### src/rtl/intpol2_D4_pkg.sv
// Shared FSM state encodings and coefficient count for the intpol2 D4 sequencer.
// Included first; imported by intpol2_D4_smp_cnt and intpol2_d4_seq_ctrl.
package intpol2_D4_pkg;

  localparam logic [2:0] S_IDLE  = 3'd0;
  localparam logic [2:0] S_LOAD  = 3'd1;
  localparam logic [2:0] S_RUN   = 3'd2;
  localparam logic [2:0] S_FLUSH = 3'd3;
  localparam logic [2:0] S_DONE  = 3'd4;

  localparam int COEF_CNT = 3;

endpackage

### src/rtl/intpol2_D4_smp_cnt.sv
// Sample counter for one run; flags when the current count is the final sample.
// One bit wider than the run length so the count can never wrap inside a run.
module intpol2_D4_smp_cnt
  import intpol2_D4_pkg::*;
#(
  parameter int CONFIG_WIDTH = 32
) (
  input  logic                    clk,
  input  logic                    rstn,
  input  logic                    clr,
  input  logic                    inc,
  input  logic [CONFIG_WIDTH-1:0] len,
  output logic                    last
);

  localparam logic [CONFIG_WIDTH:0] ONE = {{CONFIG_WIDTH{1'b0}}, 1'b1};

  logic [CONFIG_WIDTH:0] cnt_q, cnt_d;

  always_comb begin
    cnt_d = cnt_q;
    if (clr) begin
      cnt_d = '0;
    end else if (inc) begin
      cnt_d = cnt_q + ONE;
    end
  end

  always_ff @(posedge clk or negedge rstn) begin
    if (!rstn) begin
      cnt_q <= '0;
    end else begin
      cnt_q <= cnt_d;
    end
  end

  assign last = (cnt_q == ({1'b0, len} - ONE));

endmodule

### src/rtl/intpol2_d4_seq_ctrl.sv
// Sequencer for the intpol2 D4 datapath: coefficient load, streaming run, flush, done.
// Optional stall counter enabled by defining INTPOL2_D4_STALL_CNT_EN.
module intpol2_d4_seq_ctrl
  import intpol2_D4_pkg::*;
#(
  parameter int CONFIG_WIDTH   = 32,
  parameter int DATAPATH_WIDTH = 32
) (
  input  logic                      clk,
  input  logic                      rstn,
  input  logic                      clear,
  input  logic                      start,
  input  logic [CONFIG_WIDTH-1:0]   ilen,
  input  logic                      fifo_empty,
  input  logic                      fifo_afull,
  output logic                      busy,
  output logic                      done,
  output logic                      en_M_addr,
  output logic                      Ld_M0,
  output logic                      Ld_M1,
  output logic                      Ld_M2,
  output logic                      Read_Enable,
  output logic                      Write_Enable,
  output logic                      en_sum,
  output logic [DATAPATH_WIDTH-1:0] stall_cnt
);

  localparam logic [COEF_CNT-1:0] LD_FIRST = {{(COEF_CNT-1){1'b0}}, 1'b1};

  logic [2:0]              state_q, state_d;
  logic [COEF_CNT-1:0]     ld_q, ld_d;
  logic [CONFIG_WIDTH-1:0] len_q, len_d;
  logic                    we_q;
  logic                    rd, last, start_acc, cnt_clr;

  assign rd        = (state_q == S_RUN) && !fifo_empty && !fifo_afull;
  assign start_acc = (state_q == S_IDLE) && start && !clear;
  assign cnt_clr   = clear || (state_q == S_DONE) || start_acc;

  always_comb begin
    state_d = state_q;
    ld_d    = ld_q;
    len_d   = len_q;
    case (state_q)
      S_IDLE: begin
        if (start) begin
          if (ilen != '0) begin
            state_d = S_LOAD;
            len_d   = ilen;
            ld_d    = LD_FIRST;
          end else begin
            state_d = S_DONE;
          end
        end
      end
      S_LOAD: begin
        // One-hot walk selects the coefficient register; the top bit ends LOAD.
        ld_d = {ld_q[COEF_CNT-2:0], 1'b0};
        if (ld_q[COEF_CNT-1]) state_d = S_RUN;
      end
      S_RUN:   if (rd && last) state_d = S_FLUSH;
      S_FLUSH: state_d = S_DONE;
      S_DONE:  state_d = S_IDLE;
      default: state_d = S_IDLE;
    endcase
    if (clear) begin
      state_d = S_IDLE;
      ld_d    = '0;
    end
  end

  always_ff @(posedge clk or negedge rstn) begin
    if (!rstn) begin
      state_q <= S_IDLE;
      ld_q    <= '0;
      len_q   <= '0;
      we_q    <= 1'b0;
    end else begin
      state_q <= state_d;
      ld_q    <= ld_d;
      len_q   <= len_d;
      we_q    <= rd && !clear;
    end
  end

  intpol2_D4_smp_cnt #(
    .CONFIG_WIDTH(CONFIG_WIDTH)
  ) u_smp_cnt (
    .clk  (clk),
    .rstn (rstn),
    .clr  (cnt_clr),
    .inc  (rd),
    .len  (len_q),
    .last (last)
  );

  assign busy         = (state_q == S_LOAD) || (state_q == S_RUN) || (state_q == S_FLUSH);
  assign done         = (state_q == S_DONE);
  assign en_M_addr    = (state_q == S_LOAD);
  assign Ld_M0        = (state_q == S_LOAD) && ld_q[0];
  assign Ld_M1        = (state_q == S_LOAD) && ld_q[1];
  assign Ld_M2        = (state_q == S_LOAD) && ld_q[2];
  assign Read_Enable  = rd;
  assign en_sum       = rd;
  assign Write_Enable = we_q;

`ifdef INTPOL2_D4_STALL_CNT_EN
  localparam logic [DATAPATH_WIDTH-1:0] STALL_ONE = {{(DATAPATH_WIDTH-1){1'b0}}, 1'b1};

  logic [DATAPATH_WIDTH-1:0] stall_q, stall_d;

  always_comb begin
    stall_d = stall_q;
    if (clear || start_acc) begin
      stall_d = '0;
    end else if ((state_q == S_RUN) && (fifo_empty || fifo_afull) && (stall_q != '1)) begin
      stall_d = stall_q + STALL_ONE;
    end
  end

  always_ff @(posedge clk or negedge rstn) begin
    if (!rstn) begin
      stall_q <= '0;
    end else begin
      stall_q <= stall_d;
    end
  end

  assign stall_cnt = stall_q;
`else
  assign stall_cnt = '0;
`endif

endmodule
### config.mk
export PLATFORM = sky130hd
export DESIGN_NAME = intpol2_d4_seq_ctrl
export DESIGN_NICKNAME = d
export VERILOG_FILES = /design/src/rtl/intpol2_D4_pkg.sv /design/src/rtl/intpol2_D4_smp_cnt.sv /design/src/rtl/intpol2_d4_seq_ctrl.sv
export SDC_FILE = /design/constraint.sdc
export NUM_CORES = 1
export LEC_CHECK = 0
export ABC_AREA = 1
export CAP_MARGIN = 20
export CORE_UTILIZATION = 50
export CTS_CLUSTER_DIAMETER = 40
export DETAILED_ROUTE_END_ITERATION = 7
export GPL_ROUTABILITY_DRIVEN = 0
export GPL_TIMING_DRIVEN = 0
export PLACE_DENSITY = 0.78
export SLEW_MARGIN = 10
export SYNTH_ARGS = -nofsm -noshare
export SYNTH_HDL_FRONTEND = slang
export SYNTH_SLANG_ARGS = --single-unit
### constraint.sdc
create_clock -name clk -period 1.9 [get_ports clk]
set_clock_uncertainty 0.1 [all_clocks]
set_input_delay 0.38 -clock clk [delete_from_list [all_inputs] [get_ports clk]]
set_output_delay 0.38 -clock clk [all_outputs]
set_load 0.005 [all_outputs]
==> results of run 1 <==
[final cells by class]
class	count	share of cell area
Timing Repair Buffer	116	0.136
Sequential cell	72	0.247
Buffer	42	0.0486
Inverter	90	0.0469
Clock inverter	6	0.0156
Multi-Input combinational cell	571	0.465
Tap cell	133	0.0225
Clock buffer	10	0.0186
[worst paths after layout]
| path | to | slack [ns] | cells past startpoint | start |
|---|---|---|---|---|
| min in group asynchronous | u_smp_cnt.cnt_q[31]$_DFFE_PN0P_ | 0.37 | 2 | rstn |
| worst min-delay path | len_q[25]$_DFFE_PN0P_ | 0.18 | 2 | ilen[25] |
| worst max register to register | state_q[2]$_DFFE_PN0P_ | -0.33 | 12 | len_q[4]$_DFFE_PN0P_ |
| worst max-delay path | state_q[2]$_DFFE_PN0P_ | -0.33 | 12 | len_q[4]$_DFFE_PN0P_ |
| worst min register to register | ld_q[2]$_DFFE_PN0P_ | 0.40 | 2 | ld_q[2]$_DFFE_PN0P_ |
| max in group asynchronous | state_q[2]$_DFFE_PN0P_ | 0.72 | 3 | rstn |
[report_power, final]
group | internal, mW | switching [mW] | leakage (nW) | total [mW]
Sequential | 1.92 | 0.556 | 0.896 | 2.48
Clock | 0.915 | 0.659 | 0.123 | 1.57
Combinational | 1.67 | 2.03 | 2.49 | 3.69
Total | 4.50 | 3.24 | 3.51 | 7.74
[Yosys cell counts (2+ instances only)]
cell type | number | area share
nand4_1 | 11 | 0.013
o21a_1 | 3 | 0.0043
nor2_4 | 8 | 0.017
nand3_2 | 2 | 0.0038
xor2_1 | 16 | 0.027
inv_2 | 5 | 0.0036
inv_1 | 84 | 0.060
clkbuf_1 | 2 | 0.0014
or2_2 | 2 | 0.0024
nor2_2 | 11 | 0.013
mux2_2 | 16 | 0.034
dfrtp_1 | 72 | 0.34
nand2_1 | 186 | 0.13
o21ai_0 | 25 | 0.024
nand3b_1 | 6 | 0.0086
nand3_1 | 36 | 0.034
buf_4 | 35 | 0.050
a31oi_1 | 3 | 0.0036
nand2_2 | 7 | 0.0084
a21oi_1 | 43 | 0.041
buf_2 | 3 | 0.0029
nor4_1 | 10 | 0.012
nor2_1 | 110 | 0.079
nor3_1 | 15 | 0.014
xnor2_1 | 10 | 0.017
buf_6 | 2 | 0.0043
ha_1 | 2 | 0.0048
[cells by family (layout without fill, tap and decap cells)]
family / Yosys count / after routing / synth area share
multiplexers: 16 / 16 / 0.0345
flip-flops: 72 / 72 / 0.345
AO/OA/AOI/OAI: 83 / 83 / 0.0878
AND/OR/NAND/NOR: 412 / 412 / 0.360
buffers and inverters: 133 / 264 / 0.124
adder cells (fa/ha/maj): 2 / 2 / 0.00479
XOR/XNOR: 26 / 26 / 0.0436
other: 1 / 32 / 0.000717
[metal layers]
layer | track usage | routed length (um) | vias to the layer above
met5 | 0 | 0 | -
met1 | 0.356 | 6560 | 2688
li1 | - | - | 2643
met4 | 0.0980 | 617 | 0
met3 | 0.0583 | 1280 | 63
met2 | 0.503 | 8560 | 288
[critical path: stages (launching register included)]
cell and delay (ns):
dfrtp_1 0.44, nor2_1 0.17, nand2_1 0.14, nor2_4 0.18
buf_6 0.15, a21oi_1 0.08, nor2_1 0.12, nand2_1 0.08
nor2_2 0.16, nand3_2 0.16, o21bai_4 0.19, nand2_1 0.09
nor2_1 0.10
[sequential cells by signal, summed over array words and instances (netlist names)]
signal,flops
ld_q,3
Write_Enable,1
state_q,3
u_smp_cnt.cnt_q,33
len_q,32
[repair_timing]
action | 4_1_cts | 5_1_grt
setup endpoints to repair | 62 | 71
hold buffers | 1 | 0
pin swaps | 41 | 57
buffers inserted | 34 | 32
gates cloned | 3 | 1
gates resized for setup | 144 | 148
hold endpoints to repair | 30 | 0
[through the flow]
stage	std cells	setup slack (ns)	cell area, um2
2_1_floorplan	776	-0.00468	5360
3_3_place_gp	955	-2.10	5990
3_5_place_dp	956	-0.826	6010
4_1_cts	1010	-0.210	6840
5_1_grt	1040	-0.475	7380
6_report	1040	-0.331	7380
==> flow_metrics.py, run 1 <==
metrics = {
    "clocking": {
        "clk_path_buf_depth": 2,
        "clkSlewWorstSetupHoldPaths_ns": 0.09,
        "tritoncts.num_buffers": 9,
        "htree_levels": 3,
        "cts_tree": "built",
        "clkLatencyLatePin_ns": 0.38,
        "clock_sinks": 72,
        "cts-root-buf": "clkbuf_8",
    },
    "finish": {
        "fraction_of_final_layout_cells_sized_beyond_drive_strength_1": 0.346,
        "multi_input_area_mm2": 0.00343,
        "antennaDiodeCount": 0,
        "ff_latch_area_mm2": 0.00182,
        "number_of_inserted_filler_cells_in_the_final_layout": 716,
        "final_net_count": 942,
        "post-route-util": 0.742,
        "area_growth_pct": 41.2,
        "most-common-layout-cells": "nand2_1, buf_4, nor2_1, inv_1, dfrtp_1",
        "most_frequent_standard_cell_in_the_layout_excluding_fill_and_tap_cells": "nand2_1",
    },
    "logic_synthesis": {
        "synth_async_sr_flop_share": 1.00,
        "netlist_instances": 745,
        "yosysUniqueCellTypes": 47,
        "edff_count_synth": 0,
        "syn_avg_cell_area_um2": 7.02,
        "yosys_warnings": 0,
        "ys_dominant_reg_cell": "dfrtp_1",
        "ys_seq_area_frac": 0.345,
        "synth_seq_cells": 72,
        "netlist_area_mm2": 0.00523,
    },
    "placement": {
        "portBuffers": 46,
        "detailed_place_hpwl_um": 10900,
    },
    "grt": {
        "grt_usage": 0.289,
        "grt_first_pass_wirelength_um": 25300,
        "globalRouteOverflowTotal": 0,
        "maximum_number_of_pins_on_one_net_before_global_route_repair": 43,
        "grt_antenna_before_repair": 0,
        "grt_pass1_vias": 5395,
    },
    "hold_path": {
        "hold_path.class": "in -> reg",
    },
    "detailed_routing": {
        "wl_um": 17000,
        "remaining_drc_errors": 0,
        "routedWlPerCell_um": 16.4,
        "dr_total_vias": 5682,
        "drt_iter0_markers": 490,
        "antenna_violating_nets_post_route": 0,
        "vias_per_cell": 5.46,
        "drtPass1Iterations": 6,
    },
    "floorplanning": {
        "start_util": 0.525,
        "placeableCoreArea_mm2": 0.00995,
        "floorplan.die.width_um": 104,
        "design.die.area_mm2": 0.0109,
        "ios": 79,
        "std_cell_rows": 36,
        "dieHeight_um": 104,
    },
    "worst_setup_path": {
        "setup.worst_path.class": "reg -> reg",
        "cp-start-kind": "flip-flop",
        "timing.critical_path.arrival_ns": 2.43,
        "cp-end-kind": "flip-flop",
        "critical_path.max_fanout": 5,
        "cp.required_ns": 2.10,
    },
    "timing": {
        "finalWorstSetupSlack_ns": -0.331,
        "hold_viol": 0,
        "maxSlewViolCount": 0,
        "grt_setup_unrepaired": "yes",
        "worst_hold_slack_ns": 0.177,
        "time_the_worst_path_needs_with_i_o_delays_and_setup_ns": 2.23,
        "setup_viol": 20,
        "finalSetupTns_ns": -2.41,
        "fmaxAchievable_mhz": 448,
        "layout_worst_path_cycle_share": 1.17,
    },
    "power_and_ir_drop": {
        "vdd_ir_drop_max_mv": 0.913,
        "power.total_mw": 7.74,
        "powerDensity_mw_per_mm2": 1050,
        "leakage_nw": 3.51,
    },
    "run": {
        "maxCapViolations": 0,
    },
    "run_status": {
        "violated_checks": "setup timing",
        "status": "complete, but fails checks",
    },
}
No activity file was read; power rests on OpenSTA's default activity.
==> run 2, diff against run 1 <==
--- a/config.mk
+++ b/config.mk
@@ -6,14 +6,16 @@
 export NUM_CORES = 1
 export LEC_CHECK = 0
 export ABC_AREA = 1
+export ABC_CLOCK_PERIOD_IN_PS = 1900
 export CAP_MARGIN = 20
 export CORE_UTILIZATION = 50
 export CTS_CLUSTER_DIAMETER = 40
 export DETAILED_ROUTE_END_ITERATION = 7
 export GPL_ROUTABILITY_DRIVEN = 0
 export GPL_TIMING_DRIVEN = 0
-export PLACE_DENSITY = 0.78
+export PLACE_DENSITY = 0.77
 export SLEW_MARGIN = 10
 export SYNTH_ARGS = -nofsm -noshare
 export SYNTH_HDL_FRONTEND = slang
+export SYNTH_HIERARCHICAL = 1
 export SYNTH_SLANG_ARGS = --single-unit
==> run 2 against run 1 <==
- setup slack worse by 0.31 ns
- first-iteration DRC count is 0.20% higher
- sequential share of layout area fell by 0.45 points
- sequential power decreased by 3%
- core utilization shrank 5.1 points
- cell count increased by 6.6%
- hold slack gained 0.10 ns
- the run still ends with setup timing left
- cell area grew 0.90%
- flip-flop and latch count is the same
- power up 8.7%
- fmax shrank 12%
- synthesized area increased by 5.7%
==> flow_metrics.py, run 2 <==
metrics = {
    "finish": {
        "final_net_count": 1004,
        "number_of_inserted_filler_cells_in_the_final_layout": 866,
        "most-common-layout-cells": "nand2_1, nor2_1, dfrtp_1, inv_1, buf_4",
        "area_growth_pct": 34.8,
        "largest_reg_flops": 33,
        "post_layout_nonfiller_instances": 1109,
        "fraction_of_final_layout_cells_sized_beyond_drive_strength_1": 0.255,
        "post-route-util": 0.690,
        "most_frequent_standard_cell_in_the_layout_excluding_fill_and_tap_cells": "nand2_1",
        "biggestRegsByFlops": "u_smp_cnt/cnt_q (33), len_q (32)",
        "largest-register": "u_smp_cnt/cnt_q",
        "antennaDiodeCount": 0,
    },
    "worst_setup_path": {
        "timing.critical_path.mode_cell": "nand2_1",
        "timing.critical_path.arrival_ns": 2.70,
        "setup.worst_path.class": "reg -> reg",
        "timing.critical_path.slowest_stage_cell": "dfrtp_1",
        "worst_path_dominant_cell_family": "simple AND/OR/NAND/NOR gates",
        "cp-start-kind": "flip-flop",
        "crit_path_max_incr_delay_ns": 0.43,
        "cp.required_ns": 2.06,
        "worstPathCellList": "inv_2 > ha_4 > inv_2 > nand2_1 > nand2_1 > nor2_1 > nand2_1 > nor2_1 > nand2_1 > nor2_2 > nand3_1 > nor2_1 > nand3_1 > nor2_4 > a31oi_1 > nor2_1 > nand2_1 > a31oi_1",
        "cp-end-kind": "flip-flop",
        "critical_path_buf_inv_count": 2,
        "critical_path.max_fanout": 3,
    },
    "clocking": {
        "tritoncts.num_buffers": 9,
        "clkLatencyLatePin_ns": 0.36,
        "clkSlewWorstSetupHoldPaths_ns": 0.08,
        "cts-root-buf": "clkbuf_8",
        "clk_path_buf_depth": 2,
        "htree_levels": 3,
        "clock_sinks": 72,
        "cts_tree": "built",
    },
    "detailed_routing": {
        "remaining_drc_errors": 0,
        "wl_um": 17300,
        "dr_total_vias": 6009,
        "drtPass1Iterations": 5,
        "antenna_violating_nets_post_route": 0,
        "drt_iter0_markers": 491,
        "routedWlPerCell_um": 15.6,
        "vias_per_cell": 5.42,
    },
    "grt": {
        "maximum_number_of_pins_on_one_net_before_global_route_repair": 66,
        "grt_pass1_vias": 5317,
        "globalRouteOverflowTotal": 0,
        "grt_antenna_before_repair": 0,
        "grt_usage": 0.285,
        "grt_first_pass_wirelength_um": 25300,
    },
    "timing": {
        "time_the_worst_path_needs_with_i_o_delays_and_setup_ns": 2.54,
        "hold_viol": 0,
        "fmaxAchievable_mhz": 394,
        "setup_viol": 39,
        "layout_worst_path_cycle_share": 1.34,
        "maxSlewViolCount": 0,
        "finalWorstSetupSlack_ns": -0.639,
        "grt_setup_unrepaired": "yes",
        "finalSetupTns_ns": -9.73,
    },
    "power_and_ir_drop": {
        "leakage_nw": 3.70,
        "power.total_mw": 8.42,
        "vdd_ir_drop_max_mv": 0.715,
        "powerDensity_mw_per_mm2": 1130,
    },
    "logic_synthesis": {
        "ys_dominant_reg_cell": "dfrtp_1",
        "netlist_area_mm2": 0.00553,
        "synth.area.top_cells": "dfrtp_1, nand2_1, nor2_1",
        "yosys-top-cells-count": "nand2_1, nor2_1, inv_1",
        "yosysUniqueCellTypes": 50,
        "edff_count_synth": 0,
        "synth_largest_type_area_fraction": 0.326,
        "synth_async_sr_flop_share": 1.00,
        "ys_seq_area_frac": 0.326,
        "synth_seq_cells": 72,
        "synth_most_common_cell": "nand2_1",
        "syn_avg_cell_area_um2": 6.67,
        "synth_top_area_cell": "dfrtp_1",
        "yosys_warnings": 6,
        "netlist_instances": 828,
    },
    "floorplanning": {
        "dieHeight_um": 107,
        "std_cell_rows": 38,
        "design.die.area_mm2": 0.0115,
        "floorplan.die.width_um": 107,
        "start_util": 0.512,
        "ios": 79,
        "placeableCoreArea_mm2": 0.0108,
    },
    "placement": {
        "detailed_place_hpwl_um": 11200,
        "portBuffers": 46,
        "place.detailed.instances": 1046,
    },
    "run": {
        "maxCapViolations": 0,
    },
    "run_status": {
        "violated_checks": "setup timing",
        "status": "complete, but fails checks",
    },
    "hold_path": {
        "hold_path.class": "in -> async",
    },
}
-- run 2: cell types whose count changed in the layout (fill, tap and decap cells not counted), sizes merged, moves of 6 or more --
| cell | before | now |
|---|---|---|
| nand2 | 194 | 263 |
| clkbuf | 28 | 18 |
| buf | 113 | 95 |
| nand4 | 11 | 21 |
| clkdlybuf4s50 | 4 | 37 |
| nor4 | 12 | 2 |
| a21oi | 43 | 18 |
| nor2 | 129 | 138 |
| xor2 | 16 | 25 |
| dlygate4sd2 | 10 | 1 |
| mux2 | 16 | 0 |
| clkdlybuf4s15 | 6 | 0 |
| nand3 | 39 | 71 |
-- run 2: layer usage --
metal | GRT usage | wire, um | vias up
met3 | 0.0486 | 1340 | 102
li1 | - | - | 2843
met1 | 0.367 | 6790 | 2751
met4 | 0.135 | 1120 | 0
met5 | 0 | 0 | -
met2 | 0.466 | 8060 | 313
-- run 2: through the flow --
step | area [um2] | hold slack (ns) | worst slack (ns)
6_report | 7450 | 0.278 | -0.639
5_1_grt | 7450 | 0.288 | -0.851
4_1_cts | 7040 | 0.277 | -0.591
3_5_place_dp | 6360 | 0.117 | -0.908
3_3_place_gp | 6340 | 0.360 | -2.10
2_1_floorplan | 5700 | -0.0156 | -0.239
-- run 2: cell type report --
type | instances | area (um2) | share of cell area
Buffer | 50 | 412 | 0.0553
Clock inverter | 6 | 108 | 0.0144
Multi-Input combinational cell | 650 | 3580 | 0.481
Clock buffer | 10 | 128 | 0.0171
Timing Repair Buffer | 93 | 902 | 0.121
Sequential cell | 72 | 1800 | 0.242
Inverter | 88 | 342 | 0.0459
Tap cell | 140 | 175 | 0.0235
-- run 2: repair_timing --
item / CTS / global route
hold buffers: 1 / 0
setup buffers: 22 / 21
cloned: 1 / 3
pin swaps: 14 / 22
setup endpoints to repair: 74 / 73
hold endpoints to repair: 7 / 0
gates resized for setup: 83 / 66
-- run 2: cell families (layout without fill, tap and decap cells) --
family,count (synthesis),after routing,share of synthesized area
and+or+nand+nor,527,528,0.434
buffers and inverters,138,247,0.123
DFF,72,72,0.326
AOI/OAI and AO/OA,56,56,0.0607
xor gates and xnor gates,32,32,0.0507
adders and majority gates,2,2,0.00453
other,1,32,0.000679
-- run 2: path summary, 6_finish.rpt --
| path | slack [ns] | end | depth (start not counted) | startpoint |
|---|---|---|---|---|
| setup / recovery | -0.64 | state_q[2]$_DFFE_PN0P_ | 18 | len_q[1]$_DFFE_PN0P_ |
| hold / removal | 0.28 | len_q[26]$_DFFE_PN0P_ | 2 | rstn |
| setup reg to reg | -0.64 | state_q[2]$_DFFE_PN0P_ | 18 | len_q[1]$_DFFE_PN0P_ |
| hold reg to reg | 0.37 | ld_q[1]$_DFFE_PN0P_ | 2 | ld_q[1]$_DFFE_PN0P_ |
| max in group asynchronous | 0.88 | len_q[8]$_DFFE_PN0P_ | 3 | rstn |
| min in group clk | 0.37 | ld_q[1]$_DFFE_PN0P_ | 2 | ld_q[1]$_DFFE_PN0P_ |
-- run 2: power breakdown --
part           leakage [nW]  internal [mW]  total [mW]  switching (mW)
sequential            0.949           1.91        2.41           0.498
combinational          2.64           1.88        4.52            2.64
clock                 0.116          0.869        1.49           0.622
==> run 3, diff against run 2 <==
--- a/config.mk
+++ b/config.mk
@@ -11,9 +11,10 @@
 export CORE_UTILIZATION = 50
 export CTS_CLUSTER_DIAMETER = 40
 export DETAILED_ROUTE_END_ITERATION = 7
+export DONT_BUFFER_PORTS = 1
 export GPL_ROUTABILITY_DRIVEN = 0
 export GPL_TIMING_DRIVEN = 0
-export PLACE_DENSITY = 0.77
+export PLACE_DENSITY = 0.68
 export SLEW_MARGIN = 10
 export SYNTH_ARGS = -nofsm -noshare
 export SYNTH_HDL_FRONTEND = slang
==> run 3 against run 2 <==
- the run ends with hold timing, setup timing left
- via count is 5.5% lower
- count of clock-buffer cells in the layout is 3 higher
- setup slack better by 0.022 ns
- combinational power decreased by 4%
- non-clock buffer count decreased by 52
- cell count fell by 5.0%
- core utilization decreased by 5.2 points
- sequential power grew 2%
==> flow_metrics.py, run 3 (same netlist as run 2, synthesis figures left out) <==
metrics = {
    "detailed_routing": {
        "drtPass1Iterations": 5,
        "antenna_violating_nets_post_route": 0,
        "met1Wirelength_um": 6700,
        "remaining_drc_errors": 0,
        "routedWlPerCell_um": 15.3,
        "dr.max_layer_used": "met4",
        "drt_iter0_markers": 331,
        "vias_per_cell": 5.39,
        "dr_total_vias": 5677,
        "dr_wl_met3_um": 965,
        "met2_length_um": 7770,
        "wl_um": 16100,
    },
    "finish": {
        "number_of_inserted_filler_cells_in_the_final_layout": 916,
        "final_net_count": 951,
        "largest-register": "u_smp_cnt/cnt_q",
        "fraction_of_final_layout_cells_sized_beyond_drive_strength_1": 0.257,
        "largest_reg_flops": 33,
        "antennaDiodeCount": 0,
        "most_frequent_standard_cell_in_the_layout_excluding_fill_and_tap_cells": "nand2_1",
        "biggestRegsByFlops": "u_smp_cnt/cnt_q (33), len_q (32)",
        "most-common-layout-cells": "nand2_1, nor2_1, inv_1, dfrtp_1, nand3_1",
        "area_growth_pct": 24.8,
    },
    "power_and_ir_drop": {
        "internal_power_mw": 4.24,
        "powerDensity_mw_per_mm2": 1140,
        "relative_contribution_of_sequential_cells_to_total_power": 0.313,
        "vdd_ir_drop_max_mv": 1.16,
        "power.share.combinational": 0.553,
        "power.total_mw": 7.84,
        "power.share.switching": 0.459,
        "share_clk_of_total_power": 0.134,
        "leakage_nw": 3.41,
        "netSwitchingPower_mw": 3.60,
    },
    "floorplanning": {
        "dieHeight_um": 107,
        "std_cell_rows": 38,
        "ios": 79,
        "floorplan.die.width_um": 107,
        "design.die.area_mm2": 0.0115,
        "placeableCoreArea_mm2": 0.0108,
        "start_util": 0.512,
    },
    "clocking": {
        "htree_levels": 3,
        "clk_path_buf_depth": 2,
        "cts_tree": "built",
        "clkLatencyLatePin_ns": 0.37,
        "cts-root-buf": "clkbuf_8",
        "tritoncts.num_buffers": 9,
        "clkSlewWorstSetupHoldPaths_ns": 0.07,
        "cts_hold_buf": 1,
        "clock_sinks": 72,
    },
    "timing": {
        "layout_worst_path_cycle_share": 1.32,
        "finalWorstSetupSlack_ns": -0.617,
        "grt_setup_unrepaired": "yes",
        "worst_hold_slack_ns": -0.402,
        "fmaxAchievable_mhz": 397,
        "maxSlewViolCount": 0,
        "setup_viol": 36,
        "hold_viol": 72,
        "time_the_worst_path_needs_with_i_o_delays_and_setup_ns": 2.52,
    },
    "hold_path": {
        "hold_path.class": "in -> async",
    },
    "grt": {
        "grt_pass1_vias": 5140,
        "grt_first_pass_wirelength_um": 24200,
        "grt_antenna_before_repair": 0,
        "globalRouteOverflowTotal": 0,
        "maximum_number_of_pins_on_one_net_before_global_route_repair": 73,
        "grt_usage": 0.275,
    },
    "placement": {
        "detailed_place_hpwl_um": 11100,
        "portBuffers": 0,
        "detailedPlace.worstSlack_ns": -0.857,
    },
    "worst_setup_path": {
        "timing.critical_path.arrival_ns": 2.69,
        "critical_path.max_fanout": 5,
        "cp-start-kind": "flip-flop",
        "cp.required_ns": 2.07,
        "cp-end-kind": "flip-flop",
        "reg2reg_setup_slack_ns": -0.62,
        "setup.worst_path.class": "reg -> reg",
    },
    "run_status": {
        "status": "complete, but fails checks",
        "violated_checks": "hold timing, setup timing",
    },
    "run": {
        "maxCapViolations": 0,
    },
}
run 3: changes by cell type in the layout (fill, tap and decap cells not counted), sizes merged, moves of 2 or more:
cell	previous run	this run
clkbuf	18	20
bufinv	3	0
clkdlybuf4s50	37	0
buf	95	83
clkinvlp	2	0
run 3: critical path, cell delays in order (launching register included):
cell	delay (ns)
dfrtp_2	0.45
inv_2	0.08
ha_4	0.15
nand2_4	0.09
inv_2	0.08
nand2_2	0.07
nor2_4	0.14
buf_4	0.13
nand3_2	0.07
xor2_1	0.15
nor2_1	0.10
nand3_1	0.12
nor2_4	0.16
nand2_1	0.08
nand2_1	0.10
nand2_2	0.08
nor2_4	0.11
nand2_1	0.06
nand2_1	0.06
inv_1	0.04
run 3: through the flow:
step | cells | util | setup TNS (ns) | cell area [um2] | hold slack (ns)
global route | 1054 | 0.639 | -11.84 | 6890 | -0.411
global placement | 999 | 0.545 | -16.51 | 5880 | -0.0119
floorplan | 859 | - | -3.13 | 5700 | -0.0156
finish | 1054 | 0.639 | -8.69 | 6890 | -0.402
detailed placement | 999 | 0.545 | -19.30 | 5880 | -0.0119
CTS | 1036 | 0.592 | -4.80 | 6390 | -0.411
run 3: cell type report:
class	count	area, um2	area share
Timing Repair Buffer	42	447	0.0648
Inverter	88	348	0.0505
Multi-Input combinational cell	649	3580	0.519
Tap cell	140	175	0.0254
Sequential cell	72	1810	0.262
Clock buffer	13	149	0.0216
Buffer	49	384	0.0557
Clock inverter	1	5.00	0.000726
run 3: routing by layer:
layer  up-vias  GRT usage
met2       226      0.460
li1       2739          -
met5         -          0
met3        54     0.0450
met4         0      0.154
met1      2658      0.336
run 3: repair_timing:
| item | 4_1_cts | 5_1_grt |
|---|---|---|
| pin swaps | 16 | 27 |
| setup endpoints to repair | 38 | 39 |
| buffers inserted | 22 | 17 |
| cloned | 0 | 3 |
| resized for setup | 58 | 86 |
| hold endpoints to repair | 73 | 72 |
run 3: worst paths after layout:
check	start	cells after the start	to
max in group asynchronous	rstn	0	len_q[17]$_DFFE_PN0P_
hold / removal	rstn	0	u_smp_cnt/cnt_q[12]$_DFFE_PN0P_
hold reg to reg	ld_q[0]$_DFFE_PN0P_	2	ld_q[0]$_DFFE_PN0P_
setup reg to reg	len_q[1]$_DFFE_PN0P_	19	state_q[1]$_DFFE_PN0P_
min in group clk	ilen[3]	2	len_q[3]$_DFFE_PN0P_
setup / recovery	len_q[1]$_DFFE_PN0P_	19	state_q[1]$_DFFE_PN0P_
run 3: power by group through the flow:
stage               combinational, mW  sequential (mW)  clock, mW
global route                     4.76             2.52       1.12
CTS                              3.73             2.44       1.06
finish                           4.33             2.46       1.05
floorplan                        2.68             2.29          0
global placement                 3.16             2.43          0
detailed placement               3.26             2.45          0
